===== src/rtl/redmule_tile_sequencer.sv =====
// redmule_tile_sequencer
// Tile-level control FSM for the RedMulE engine. Sequences an optional
// Y preload, the first weight-row load, compute and drain, Z-buffer fill
// and Z store over a programmable number of output tiles.
//
// Handshakes: every *_i event input (w_loaded_i, y_loaded_i, z_full_i,
// z_empty_i, reg_enable_i) is a single-cycle strobe sampled on the rising
// clock edge while the FSM sits in the state that consumes it; the request
// outputs (y_load_o, first_load_o, storing_o) stay high for as long as the
// FSM waits in the matching state, and there is no separate ready signal.
//
// Ports:
//   clk_i, rst_ni, clear_i        clock, async active-low reset, soft clear
//   start_i, cfg_*_i              job start and configuration (latched in IDLE)
//   abort_i                       abort current job
//   reg_enable_i                  engine advance strobe
//   w_loaded_i, y_loaded_i        weight row / Y tile delivered
//   z_full_i, z_empty_i           Z buffer full / emptied
//   busy_o, done_o, aborted_o     job status
//   first_load_o, y_load_o,
//   storing_o, z_fill_o           scheduler / Z-buffer controls
//   w_shift_o, accumulate_o,
//   flush_o, z_buffer_clk_en_o    engine controls
//   tile_idx_o                    index of the current tile
module redmule_tile_sequencer #(
  parameter int Height      = 4,
  parameter int NumPipeRegs = 3,
  parameter int CntWidth    = 16
) (
  input  logic                clk_i,
  input  logic                rst_ni,
  input  logic                clear_i,
  input  logic                start_i,
  input  logic [CntWidth-1:0] cfg_w_iters_i,
  input  logic [CntWidth-1:0] cfg_tot_stores_i,
  input  logic                cfg_y_load_i,
  input  logic                abort_i,
  input  logic                reg_enable_i,
  input  logic                w_loaded_i,
  input  logic                y_loaded_i,
  input  logic                z_full_i,
  input  logic                z_empty_i,
  output logic                busy_o,
  output logic                done_o,
  output logic                aborted_o,
  output logic                first_load_o,
  output logic                y_load_o,
  output logic                storing_o,
  output logic                z_fill_o,
  output logic                w_shift_o,
  output logic                accumulate_o,
  output logic                flush_o,
  output logic                z_buffer_clk_en_o,
  output logic [CntWidth-1:0] tile_idx_o
);

  localparam int DrainW = $clog2((NumPipeRegs + 1) * Height) + 1;
  localparam logic [DrainW-1:0]   DrainLast = DrainW'(Height - 1);
  localparam logic [CntWidth-1:0] HeightC   = CntWidth'(Height);

  typedef enum logic [2:0] {
    IDLE, PRELOAD_Y, FIRST_LOAD, COMPUTING, BUFFERING, STORING, FINISHED
  } state_e;

  state_e              state_q, state_d;
  logic [CntWidth-1:0] w_iters_q, w_iters_d;
  logic [CntWidth-1:0] tot_stores_q, tot_stores_d;
  logic                y_mode_q, y_mode_d;
  logic [CntWidth-1:0] row_cnt_q, row_cnt_d;
  logic [CntWidth-1:0] tile_idx_q, tile_idx_d;
  logic [DrainW-1:0]   drain_cnt_q, drain_cnt_d;
  logic                last_row_q, last_row_d;
  logic                accumulate_q, accumulate_d;
  logic                aborted_q, aborted_d;

  logic [CntWidth-1:0] row_inc;
  logic [DrainW-1:0]   drain_inc;
  logic                last_row_now;
  logic                abort_hit;

  assign row_inc   = row_cnt_q + CntWidth'(1);
  assign drain_inc = drain_cnt_q + DrainW'(1);
  // The last row is recognised in the same cycle row_cnt reaches w_iters,
  // so drain counting starts without waiting for the registered flag.
  assign last_row_now = last_row_q || (row_cnt_q == w_iters_q);
  assign abort_hit = abort_i && (state_q != IDLE) && (state_q != FINISHED);

  always_comb begin
    state_d      = state_q;
    w_iters_d    = w_iters_q;
    tot_stores_d = tot_stores_q;
    y_mode_d     = y_mode_q;
    row_cnt_d    = row_cnt_q;
    tile_idx_d   = tile_idx_q;
    drain_cnt_d  = drain_cnt_q;
    last_row_d   = last_row_q;
    accumulate_d = accumulate_q;
    aborted_d    = aborted_q;

    if (abort_hit) begin
      // Abort pre-empts every other update in this cycle.
      state_d   = FINISHED;
      aborted_d = 1'b1;
    end else begin
      case (state_q)
        IDLE: begin
          row_cnt_d  = '0;
          tile_idx_d = '0;
          if (start_i) begin
            w_iters_d    = cfg_w_iters_i;
            tot_stores_d = cfg_tot_stores_i;
            y_mode_d     = cfg_y_load_i;
            aborted_d    = 1'b0;
            if (cfg_w_iters_i == '0 || cfg_tot_stores_i == '0) state_d = FINISHED;
            else if (cfg_y_load_i) state_d = PRELOAD_Y;
            else state_d = FIRST_LOAD;
          end
        end
        PRELOAD_Y: begin
          if (y_loaded_i) begin
            accumulate_d = 1'b1;
            // Only the first tile needs an explicit first load; later tiles
            // rely on the scheduler's prefetch.
            state_d = (tile_idx_q == '0) ? FIRST_LOAD : COMPUTING;
          end
        end
        FIRST_LOAD: begin
          if (w_loaded_i) begin
            row_cnt_d = CntWidth'(1);
            if (HeightC == CntWidth'(1)) accumulate_d = 1'b1;
            state_d = COMPUTING;
          end
        end
        COMPUTING: begin
          if (w_loaded_i) begin
            row_cnt_d = row_inc;
            if (row_inc == HeightC) accumulate_d = 1'b1;
          end
          if (row_cnt_q == w_iters_q) last_row_d = 1'b1;
          if (last_row_now && reg_enable_i) begin
            drain_cnt_d = drain_inc;
            // Leave on the (Height-1)th enabled drain cycle.
            if (drain_inc == DrainLast) begin
              drain_cnt_d = '0;
              last_row_d  = 1'b0;
              if (!y_mode_q) accumulate_d = 1'b0;
              state_d = BUFFERING;
            end
          end
        end
        BUFFERING: begin
          if (w_loaded_i) row_cnt_d = row_inc;
          // z_empty_i is not looked at here, so z_full_i wins.
          if (z_full_i) state_d = STORING;
        end
        STORING: begin
          if (w_loaded_i) row_cnt_d = row_inc;
          if (z_empty_i) begin
            tile_idx_d = tile_idx_q + CntWidth'(1);
            if (tile_idx_q == tot_stores_q - CntWidth'(1)) begin
              state_d = FINISHED;
            end else begin
              row_cnt_d = '0;
              state_d   = y_mode_q ? PRELOAD_Y : COMPUTING;
            end
          end
        end
        FINISHED: begin
          row_cnt_d    = '0;
          tile_idx_d   = '0;
          drain_cnt_d  = '0;
          last_row_d   = 1'b0;
          accumulate_d = 1'b0;
          state_d      = IDLE;
        end
        default: state_d = IDLE;
      endcase
    end
  end

  always_ff @(posedge clk_i or negedge rst_ni) begin
    if (!rst_ni) begin
      state_q      <= IDLE;
      w_iters_q    <= '0;
      tot_stores_q <= '0;
      y_mode_q     <= 1'b0;
      row_cnt_q    <= '0;
      tile_idx_q   <= '0;
      drain_cnt_q  <= '0;
      last_row_q   <= 1'b0;
      accumulate_q <= 1'b0;
      aborted_q    <= 1'b0;
    end else if (clear_i) begin
      state_q      <= IDLE;
      w_iters_q    <= '0;
      tot_stores_q <= '0;
      y_mode_q     <= 1'b0;
      row_cnt_q    <= '0;
      tile_idx_q   <= '0;
      drain_cnt_q  <= '0;
      last_row_q   <= 1'b0;
      accumulate_q <= 1'b0;
      aborted_q    <= 1'b0;
    end else begin
      state_q      <= state_d;
      w_iters_q    <= w_iters_d;
      tot_stores_q <= tot_stores_d;
      y_mode_q     <= y_mode_d;
      row_cnt_q    <= row_cnt_d;
      tile_idx_q   <= tile_idx_d;
      drain_cnt_q  <= drain_cnt_d;
      last_row_q   <= last_row_d;
      accumulate_q <= accumulate_d;
      aborted_q    <= aborted_d;
    end
  end

  always_comb begin
    busy_o            = (state_q != IDLE) && (state_q != FINISHED);
    done_o            = (state_q == FINISHED);
    flush_o           = (state_q == FINISHED);
    first_load_o      = (state_q == FIRST_LOAD);
    y_load_o          = (state_q == PRELOAD_Y);
    storing_o         = (state_q == STORING);
    z_buffer_clk_en_o = (state_q == BUFFERING) || (state_q == STORING);
    z_fill_o          = (state_q == BUFFERING) && reg_enable_i;
    w_shift_o         = (state_q == COMPUTING);
  end

  assign accumulate_o = accumulate_q;
  assign aborted_o    = aborted_q;
  assign tile_idx_o   = tile_idx_q;

endmodule


===== config.mk =====
export PLATFORM = sky130hd
export DESIGN_NAME = redmule_tile_sequencer
export DESIGN_NICKNAME = d
export VERILOG_FILES = /design/src/rtl/redmule_tile_sequencer.sv
export SDC_FILE = /design/constraint.sdc
export NUM_CORES = 1
export LEC_CHECK = 0
export BUFFER_PORTS_ARGS = -buffer_cell sky130_fd_sc_hd__buf_2
export CAP_MARGIN = 20
export CORE_ASPECT_RATIO = 1.1
export CORE_UTILIZATION = 35
export DETAILED_ROUTE_END_ITERATION = 6
export MAX_ROUTING_LAYER = met4
export PLACE_DENSITY = 0.55
export REMOVE_ABC_BUFFERS = 1
export SLEW_MARGIN = 20
export SYNTH_ARGS = -nofsm -noshare
export SYNTH_HDL_FRONTEND = slang
export SYNTH_SLANG_ARGS = --single-unit

===== constraint.sdc =====
create_clock -name clk_i -period 3.35 [get_ports clk_i]
set_input_delay 0.335 -clock clk_i [delete_from_list [all_inputs] [get_ports clk_i]]
set_output_delay 0.335 -clock clk_i [all_outputs]
set_load 0.01 [all_outputs]

==> results of run 1 <==
timing repair:
item                                    CTS  global route
setup buffers                             0             1
endpoints found under the hold margin     0             0
endpoints found under the setup margin    0             7
cells in the mapped netlist (2+ instances only):
cell                        number  share of area (%)
sky130_fd_sc_hd__dfrtp_1        76                 39
sky130_fd_sc_hd__nand2_1        62                4.8
sky130_fd_sc_hd__nor2_1         41                3.2
sky130_fd_sc_hd__a22o_1         35                6.3
sky130_fd_sc_hd__clkbuf_1       34                2.6
sky130_fd_sc_hd__o21ai_0        32                3.3
sky130_fd_sc_hd__xnor2_1        31                5.6
sky130_fd_sc_hd__a21oi_1        22                2.3
sky130_fd_sc_hd__a31oi_1        21                2.7
sky130_fd_sc_hd__nand4_1        18                2.3
sky130_fd_sc_hd__nor3_1         16                1.6
sky130_fd_sc_hd__nor4_1         16                2.1
sky130_fd_sc_hd__inv_1          15                1.2
sky130_fd_sc_hd__nand3_1        12                1.2
sky130_fd_sc_hd__xor2_1         11                2.0
sky130_fd_sc_hd__and3_1         10                1.3
sky130_fd_sc_hd__nand2b_1        9                1.2
sky130_fd_sc_hd__or4_1           7                1.1
sky130_fd_sc_hd__ha_1            6                1.5
sky130_fd_sc_hd__nor2b_1         6               0.77
sky130_fd_sc_hd__o31ai_1         6               0.92
sky130_fd_sc_hd__a211oi_1        5               0.77
sky130_fd_sc_hd__and2_1          4               0.51
sky130_fd_sc_hd__mux2i_1         4               0.82
sky130_fd_sc_hd__or3_1           4               0.51
sky130_fd_sc_hd__a211o_1         3               0.54
sky130_fd_sc_hd__a22oi_1         3               0.46
sky130_fd_sc_hd__a41oi_1         3               0.54
sky130_fd_sc_hd__buf_6           3               0.69
sky130_fd_sc_hd__o211ai_1        3               0.46
sky130_fd_sc_hd__o41ai_1         3               0.54
sky130_fd_sc_hd__a2111oi_0       2               0.36
sky130_fd_sc_hd__a21o_1          2               0.31
sky130_fd_sc_hd__a32oi_1         2               0.36
sky130_fd_sc_hd__and4_1          2               0.36
sky130_fd_sc_hd__nor3b_1         2               0.31
sky130_fd_sc_hd__o21ai_1         2               0.21
sky130_fd_sc_hd__o22ai_1         2               0.26
through the flow:
step | setup WS (ps) | instance area [sq um] | hold WS (ps) | utilization, %
6_report | 253 | 5670 | 38.1 | 42.4
5_1_grt | 9.56 | 5670 | 96.2 | 42.4
4_1_cts | 222 | 5640 | 208 | 42.2
3_3_place_gp | 337 | 5370 | 497 | 40.1
2_1_floorplan | 384 | 4690 | 39.4 | -
3_5_place_dp | 225 | 5370 | 507 | 40.1
worst max-delay path by stage:
stage | from | to | slack [ps] | cells past startpoint
2_1_floorplan | tot_stores_q[0] | row_cnt_q[0] | 380 | 9
3_3_place_gp | tot_stores_q[0] | state_q[2] | 340 | 9
3_5_place_dp | tot_stores_q[0] | state_q[2] | 220 | 9
4_1_cts | tot_stores_q[0] | row_cnt_q[15] | 220 | 10
5_1_grt | tot_stores_q[0] | row_cnt_q[13] | 10 | 10
6_report | tot_stores_q[0] | state_q[2] | 250 | 9
per-layer routing:
metal	GRT usage, %	vias to the layer above	part of all wire (%)
li1	-	2197	-
met1	28.1	2158	49
met2	30.5	125	45
met3	3.56	15	4.1
met4	8.10	0	1.6
met5	-	-	0
sequential cells by signal, indices dropped and copies added (netlist names):
signal        flops
tile_idx_o       16
accumulate_o      1
state_q           3
tot_stores_q     16
drain_cnt_q       5
w_iters_q        16
aborted_o         1
row_cnt_q        16
last_row_q        1
y_mode_q          1
cell families (layout without fill, tap and decap cells):
family          after synthesis  in the layout  share of synthesized area (%)
simple gates                219            219                           23.3
compound gates              158            158                           22.7
flops                        76             76                           39.0
buf+inv                      55            109                           4.80
xor+xnor                     42             42                           7.55
fa+ha+maj                     6              6                           1.54
mux                           5              5                           1.05
other cells                   0              1                              0
critical path, stage by stage (launching register included):
cell and delay [ps]:
sky130_fd_sc_hd__dfrtp_1 460, sky130_fd_sc_hd__inv_1 90, sky130_fd_sc_hd__ha_1 230, sky130_fd_sc_hd__nor4b_4 380
sky130_fd_sc_hd__a21oi_1 120, sky130_fd_sc_hd__or4_1 530, sky130_fd_sc_hd__or4_4 540, sky130_fd_sc_hd__o31a_1 330
sky130_fd_sc_hd__a311oi_2 240, sky130_fd_sc_hd__a41o_1 120
final cells by class:
type / count / area, sq um / area share (%)
Clock buffer: 13 / 270 / 4.77
Clock inverter: 1 / 7.51 / 0.132
Antenna cell: 1 / 2.50 / 0.0441
Inverter: 15 / 56.3 / 0.993
Sequential cell: 76 / 1900 / 33.5
Tap cell: 184 / 230 / 4.06
Multi-Input combinational cell: 430 / 2740 / 48.4
Timing Repair Buffer: 80 / 459 / 8.10
report_power, final:
part / total (mW) / switching (mW) / internal [mW]
Sequential: 1.25 / 0.197 / 1.05
Clock: 0.931 / 0.377 / 0.554
Combinational: 1.56 / 0.894 / 0.667
==> run metrics, run 1 <==
top library cells by usage in the layout, fill and taps aside=sky130_fd_sc_hd__dfrtp_1, sky130_fd_sc_hd__buf_2, sky130_fd_sc_hd__nand2_1; number of rows created at floorplan=44; number of global-route vias before repair=4293; final instance count without filler cells=800; Highest Clock Rate=323 MHz; PnR Total Power=3.74 mW; final setup fails=0; effective utilization at floorplan=36.4%; H-Tree Level Count=3; power per unit of standard cell area=660 nW/um^2; post_cts resized=0; most common cell after layout, fill and taps aside=sky130_fd_sc_hd__dfrtp_1; Seq/Total Area, Yosys=39.0%; clock sink count=76; share of the clock period used by the worst path after layout=92.4%; number of storage elements in the synthesis netlist=76; startpoint of the worst register-to-register path=tot_stores_q[0]; outcome=complete, no violations; iteration count of the initial detailed-routing pass=5; # placed instances=784; number of buffers added by the clock tree synthesis step=9; total track usage=20.6%; count of flip-flops with a built-in enable after synthesis=0; worst rel slew slack=40.3%; Post-Syn Instances=561; root cell of the clock tree=sky130_fd_sc_hd__clkbuf_16; type of destination of the critical path=flip-flop; final setup skew=2.96 ps; insertion delay to the later sink of the worst-skew pair=340 ps; Setup TNS Final=0 ps; drt wl/cell=17.0 microns; Max Fanout on Critical Path=7; type of the setup path with the least slack=flip-flop to flip-flop; number of warnings printed during yosys synthesis=0; number of I/O port buffers=69; via total after detailed routing=4495; Data required, critical path=3630 ps; initial antenna violation count=1; fraction of final layout cells with drive strength greater than 1=16.7%; maximum number of pins on one net before global-route repair=77; total core area=13400 sq um; RSZ-0062 raised after global routing=false; arrival time at the worst endpoint=3380 ps; io pins=70; post-cts hold buffer count=0; detail-routed via count per cell=5.62; Die Wd=114 microns; Unique masters post-synth=64; Max Cap Viol=0; Area Growth Syn to Fin=16.4%; Layout Nets=661; worst-case clock buffer depth=2; GP Congestion=0.834; worst ir drop on vdd=0.000327 V; clock-pin slew on the worst setup and hold paths=60 ps; final HPWL from detailed placement=9.77 mm; critical path launch point type=flip-flop; Final Slew Violations=0; synthesized area=4870 sq um; commonest register cell after synthesis=sky130_fd_sc_hd__dfrtp_1; Avg Cell Area, Syn=8.68 sq um; Antenna Nets Post-Route=0; FF-to-FF path depth=9; slew at the pin closest to its max-slew limit=888 ps; register-to-register setup slack=250 ps; vertical extent of the die=126 microns; min cycle time layout=3100 ps; wire length reported by the detailed router=13.6 mm; wire length of the first global-routing pass=22.4 mm; asr flop ratio synth=100%; R2R Path End=state_q[2]; TritonCTS clock tree=built; fill count=1353; overall overflow remaining after global route=0; initial detailed-routing violation count=278; cell leakage power=2.48 nW; die area=14400 sq um; number of DRC violations after detailed routing=0; worst min-delay path category=input pin to async pin; final hold violation count=0
(Power assumes the default switching activity.)
==> run 2: changes to the inputs <==
--- a/config.mk
+++ b/config.mk
@@ -11,7 +11,7 @@
 export CORE_UTILIZATION = 35
 export DETAILED_ROUTE_END_ITERATION = 6
 export MAX_ROUTING_LAYER = met4
-export PLACE_DENSITY = 0.55
+export PLACE_DENSITY = 0.51
 export REMOVE_ABC_BUFFERS = 1
 export SLEW_MARGIN = 20
 export SYNTH_ARGS = -nofsm -noshare
==> run metrics, run 2 (same netlist as run 1, synthesis figures left out) <==
fraction of final layout cells with drive strength greater than 1=17.0%; source of the critical timing path=tot_stores_q[0]; Layout Nets=661; number of buffers added by the clock tree synthesis step=9; cell leakage power=2.49 nW; total core area=13400 sq um; Area Growth Syn to Fin=16.6%; TritonCTS clock tree=built; Highest Clock Rate=323 MHz; Hold Slack=25.3 ps; Final Slew Violations=0; clock sink count=76; initial detailed-routing violation count=376; drt wl/cell=16.8 microns; area taken by flip-flops and latches=1900 sq um; worst min-delay path category=input pin to async pin; final HPWL from detailed placement=9.74 mm; effective utilization at floorplan=36.4%; number of rows created at floorplan=44; via total after detailed routing=4563; worst-case clock buffer depth=2; iteration count of the initial detailed-routing pass=5; wire length of the first global-routing pass=22.6 mm; post-cts hold buffer count=0; register-to-register setup slack=260 ps; die area=14400 sq um; arrival time at the worst endpoint=3350 ps; GP Congestion=0.869; PnR Total Power=3.76 mW; maximum single-stage delay on the critical path=550 ps; final setup skew=8.50 ps; worst slack at placement=225 ps; maximum number of pins on one net before global-route repair=77; top library cells by usage in the layout, fill and taps aside=sky130_fd_sc_hd__dfrtp_1, sky130_fd_sc_hd__buf_2, sky130_fd_sc_hd__nand2_1; Data required, critical path=3600 ps; worst rel slew slack=41.5%; number of DRC violations after detailed routing=0; H-Tree Level Count=3; outcome=complete, no violations; vertical extent of the die=126 microns; number of I/O port buffers=69; crit path cell chain=inv_1 > ha_1 > nor4b_4 > a21oi_1 > or4_1 > or4_4 > o21ai_4 > buf_12 > nor2_1 > o21ai_0; final cell utilization of the core=42.5%; Antenna Nets Post-Route=0; slew at the pin closest to its max-slew limit=870 ps; type of destination of the critical path=flip-flop; final hold violation count=0; footprint of the multi-input gates=2740 sq um; critical path launch point type=flip-flop; fill count=1352; Max Fanout on Critical Path=27; final setup fails=0; Die Wd=114 microns; initial antenna violation count=0; clock-pin slew on the worst setup and hold paths=60 ps; library cell contributing the largest single delay on the critical path=sky130_fd_sc_hd__or4_4; startpoint of the worst register-to-register path=tot_stores_q[0]; worst ir drop on vdd=0.000219 V; detail-routed via count per cell=5.70; type of the setup path with the least slack=flip-flop to flip-flop; wire length reported by the detailed router=13.5 mm; root cell of the clock tree=sky130_fd_sc_hd__clkbuf_16; share of the clock period used by the worst path after layout=92.3%; min cycle time layout=3090 ps; final worst slack=256 ps; insertion delay to the later sink of the worst-skew pair=340 ps; overall overflow remaining after global route=0; most common cell after layout, fill and taps aside=sky130_fd_sc_hd__dfrtp_1; io pins=70; antenna diode count=0; power per unit of standard cell area=661 nW/um^2; number of global-route vias before repair=4208; Max Cap Viol=0; total track usage=20.7%
## run 2: timing repair
| action | 4_1_cts | 5_1_grt |
|---|---|---|
| setup endpoints to repair | 0 | 9 |
| resized for setup | 0 | 1 |
| buffers inserted | 0 | 1 |
## run 2: layout make-up
class	count	share of cell area [%]
Sequential cell	76	33.5
Timing Repair Buffer	80	7.86
Clock inverter	4	0.837
Multi-Input combinational cell	430	48.3
Tap cell	184	4.05
Inverter	15	0.991
Clock buffer	12	4.51
## run 2: worst paths after layout
check / endpoint / cells after the start
max: row_cnt_q[15] / 10
min: tile_idx_o[9] / 1
max reg2reg: row_cnt_q[15] / 10
min reg2reg: aborted_o / 1
max in group asynchronous: row_cnt_q[6] / 1
min in group clk_i: tot_stores_q[9] / 2
## run 2: metal layers
metal	vias to the layer above	share of wire, %	track usage [%]
li1	2191	-	-
met1	2222	51	29.7
met2	135	43	29.4
met3	15	4.6	3.18
met4	0	1.4	7.33
met5	-	0	-
## run 2: critical path, delay by kind of cell, from the launching register on
kind	cells	cell delay, ps
AO/OA/AOI/OAI	3	520
adder cells (fa/ha/maj)	1	220
buffers and inverters	2	270
flip-flops	1	460
AND/OR/NAND/NOR	4	1540
## run 2: power by group
| group | switching [mW] | internal [mW] |
|---|---|---|
| Sequential | 0.224 | 1.05 |
| Clock | 0.383 | 0.615 |
| Combinational | 0.842 | 0.638 |
## run 2: metrics by stage
step	cell area (sq um)	TNS [ps]	std cells
after global routing	5680	-20.2	801
after global placement	5370	0	784
final	5680	0	801
after detailed placement	5370	0	784
after floorplan	4690	0	521
after CTS	5670	0	800
==> run 3: changes to the inputs <==
--- a/config.mk
+++ b/config.mk
@@ -10,6 +10,7 @@
 export CORE_ASPECT_RATIO = 1.1
 export CORE_UTILIZATION = 35
 export DETAILED_ROUTE_END_ITERATION = 6
+export HOLD_SLACK_MARGIN = 0.1
 export MAX_ROUTING_LAYER = met4
 export PLACE_DENSITY = 0.51
 export REMOVE_ABC_BUFFERS = 1
==> run metrics, run 3 (same netlist as run 1, synthesis figures left out) <==
clock sink count=76; final setup fails=0; Data required, critical path=3610 ps; power per unit of standard cell area=660 nW/um^2; # placed instances=784; arrival time at the worst endpoint=3340 ps; total core area=13400 sq um; Highest Clock Rate=325 MHz; insertion delay to the later sink of the worst-skew pair=340 ps; share of the clock period used by the worst path after layout=92.0%; worst-case clock buffer depth=2; overall overflow remaining after global route=0; fraction of final layout cells with drive strength greater than 1=17.0%; final HPWL from detailed placement=9.74 mm; startpoint of the worst register-to-register path=tot_stores_q[0]; number of rows created at floorplan=44; final cell utilization of the core=42.5%; Max Fanout on Critical Path=27; root cell of the clock tree=sky130_fd_sc_hd__clkbuf_16; delay-heaviest family, CP=simple AND/OR/NAND/NOR gates; total track usage=20.7%; die area=14400 sq um; final instance count without filler cells=802; Layout Nets=662; min cycle time layout=3080 ps; wire length of the first global-routing pass=22.6 mm; cell leakage power=2.49 nW; Area Growth Syn to Fin=16.8%; library cell contributing the largest single delay on the critical path=sky130_fd_sc_hd__or4_4; worst rel slew slack=42.1%; type of the setup path with the least slack=flip-flop to flip-flop; number of buffers and inverters on the critical path=2; outcome=complete, no violations; initial detailed-routing violation count=290; clock-pin slew on the worst setup and hold paths=60 ps; top library cells by usage in the layout, fill and taps aside=sky130_fd_sc_hd__dfrtp_1, sky130_fd_sc_hd__buf_2, sky130_fd_sc_hd__nand2_1; drt wl/cell=16.8 microns; H-Tree Level Count=3; Final Slew Violations=0; critical path capture point=row_cnt_q[0]; detail-routed via count per cell=5.69; source of the critical timing path=tot_stores_q[0]; Antenna Nets Post-Route=0; GP Congestion=0.869; Max Cap Viol=0; number of DRC violations after detailed routing=0; register-to-register setup slack=270 ps; final hold violation count=0; io pins=70; iteration count of the initial detailed-routing pass=5; wire length reported by the detailed router=13.5 mm; worst ir drop on vdd=0.000219 V; number of global-route vias before repair=4208; number of buffers added by the clock tree synthesis step=9; Die Wd=114 microns; maximum number of pins on one net before global-route repair=77; type of destination of the critical path=flip-flop; maximum single-stage delay on the critical path=550 ps; worst min-delay path category=input pin to flip-flop; critical path launch point type=flip-flop; effective utilization at floorplan=36.4%; FF-to-FF path depth=10; TritonCTS clock tree=built; number of I/O port buffers=69; most common cell after layout, fill and taps aside=sky130_fd_sc_hd__dfrtp_1; antenna diode count=0; R2R Path End=row_cnt_q[0]; via total after detailed routing=4564; initial antenna violation count=0; crit path cell chain=inv_1 > ha_1 > nor4b_4 > a21oi_1 > or4_1 > or4_4 > o21ai_4 > buf_12 > nor2_1 > o22ai_1; vertical extent of the die=126 microns; final setup skew=7.74 ps; slew at the pin closest to its max-slew limit=862 ps; Setup TNS Final=0 ps; Worst path depth=10
run 3: cell types whose count changed in the layout (fill, tap and decap cells not counted), sizes merged:
cell / change
dlygate4sd3: +1
run 3: report_power, final:
part           internal [mW]  switching (mW)  total, mW
Clock                  0.615           0.383      0.998
Sequential              1.05           0.224       1.28
Combinational          0.638           0.840       1.48
run 3: worst min path at each step:
stage                                 from       endpoint  slack, ps  cells past startpoint
final                     cfg_w_iters_i[7]   w_iters_q[7]        230                      2
after global routing          cfg_y_load_i       y_mode_q        220                      2
after CTS                           rst_ni  tile_idx_o[9]        210                      1
after detailed placement         aborted_o      aborted_o        490                      1
after global placement           aborted_o      aborted_o        480                      1
after floorplan                     rst_ni      aborted_o         40                      0
run 3: final cells by class:
| class | count | area (sq um) |
|---|---|---|
| Clock buffer | 12 | 256 |
| Clock inverter | 4 | 47.5 |
| Fill cell | 1351 | 7690 |
| Inverter | 15 | 56.3 |
| Multi-Input combinational cell | 430 | 2740 |
| Sequential cell | 76 | 1900 |
| Tap cell | 184 | 230 |
| Timing Repair Buffer | 81 | 457 |
run 3: timing repair:
action | in CTS | in global routing
hold buffers | 0 | 1
setup buffers | 0 | 1
setup endpoints to repair | 0 | 9
hold endpoints to repair | 0 | 20
resized for setup | 0 | 1
run 3: through the flow:
stage	area (sq um)	hold slack [ps]	total power [mW]	setup slack [ps]
floorplan	4690	39.4	2.25	384
global placement	5370	483	2.73	315
detailed placement	5370	492	2.76	225
CTS	5670	208	3.78	191
global route	5690	218	4.02	-14.7
finish	5690	228	3.75	268
run 3: layer usage:
layer  part of all wire [%]  vias up  global-route usage [%]  wire length, microns
met5                      0        -                       -                     0
met4                    1.4        0                    7.33                   184
met3                    4.9       15                    3.18                   653
met2                     44      135                    29.4                  5860
met1                     50     2220                    29.7                  6760
li1                       -     2194                       -                     -
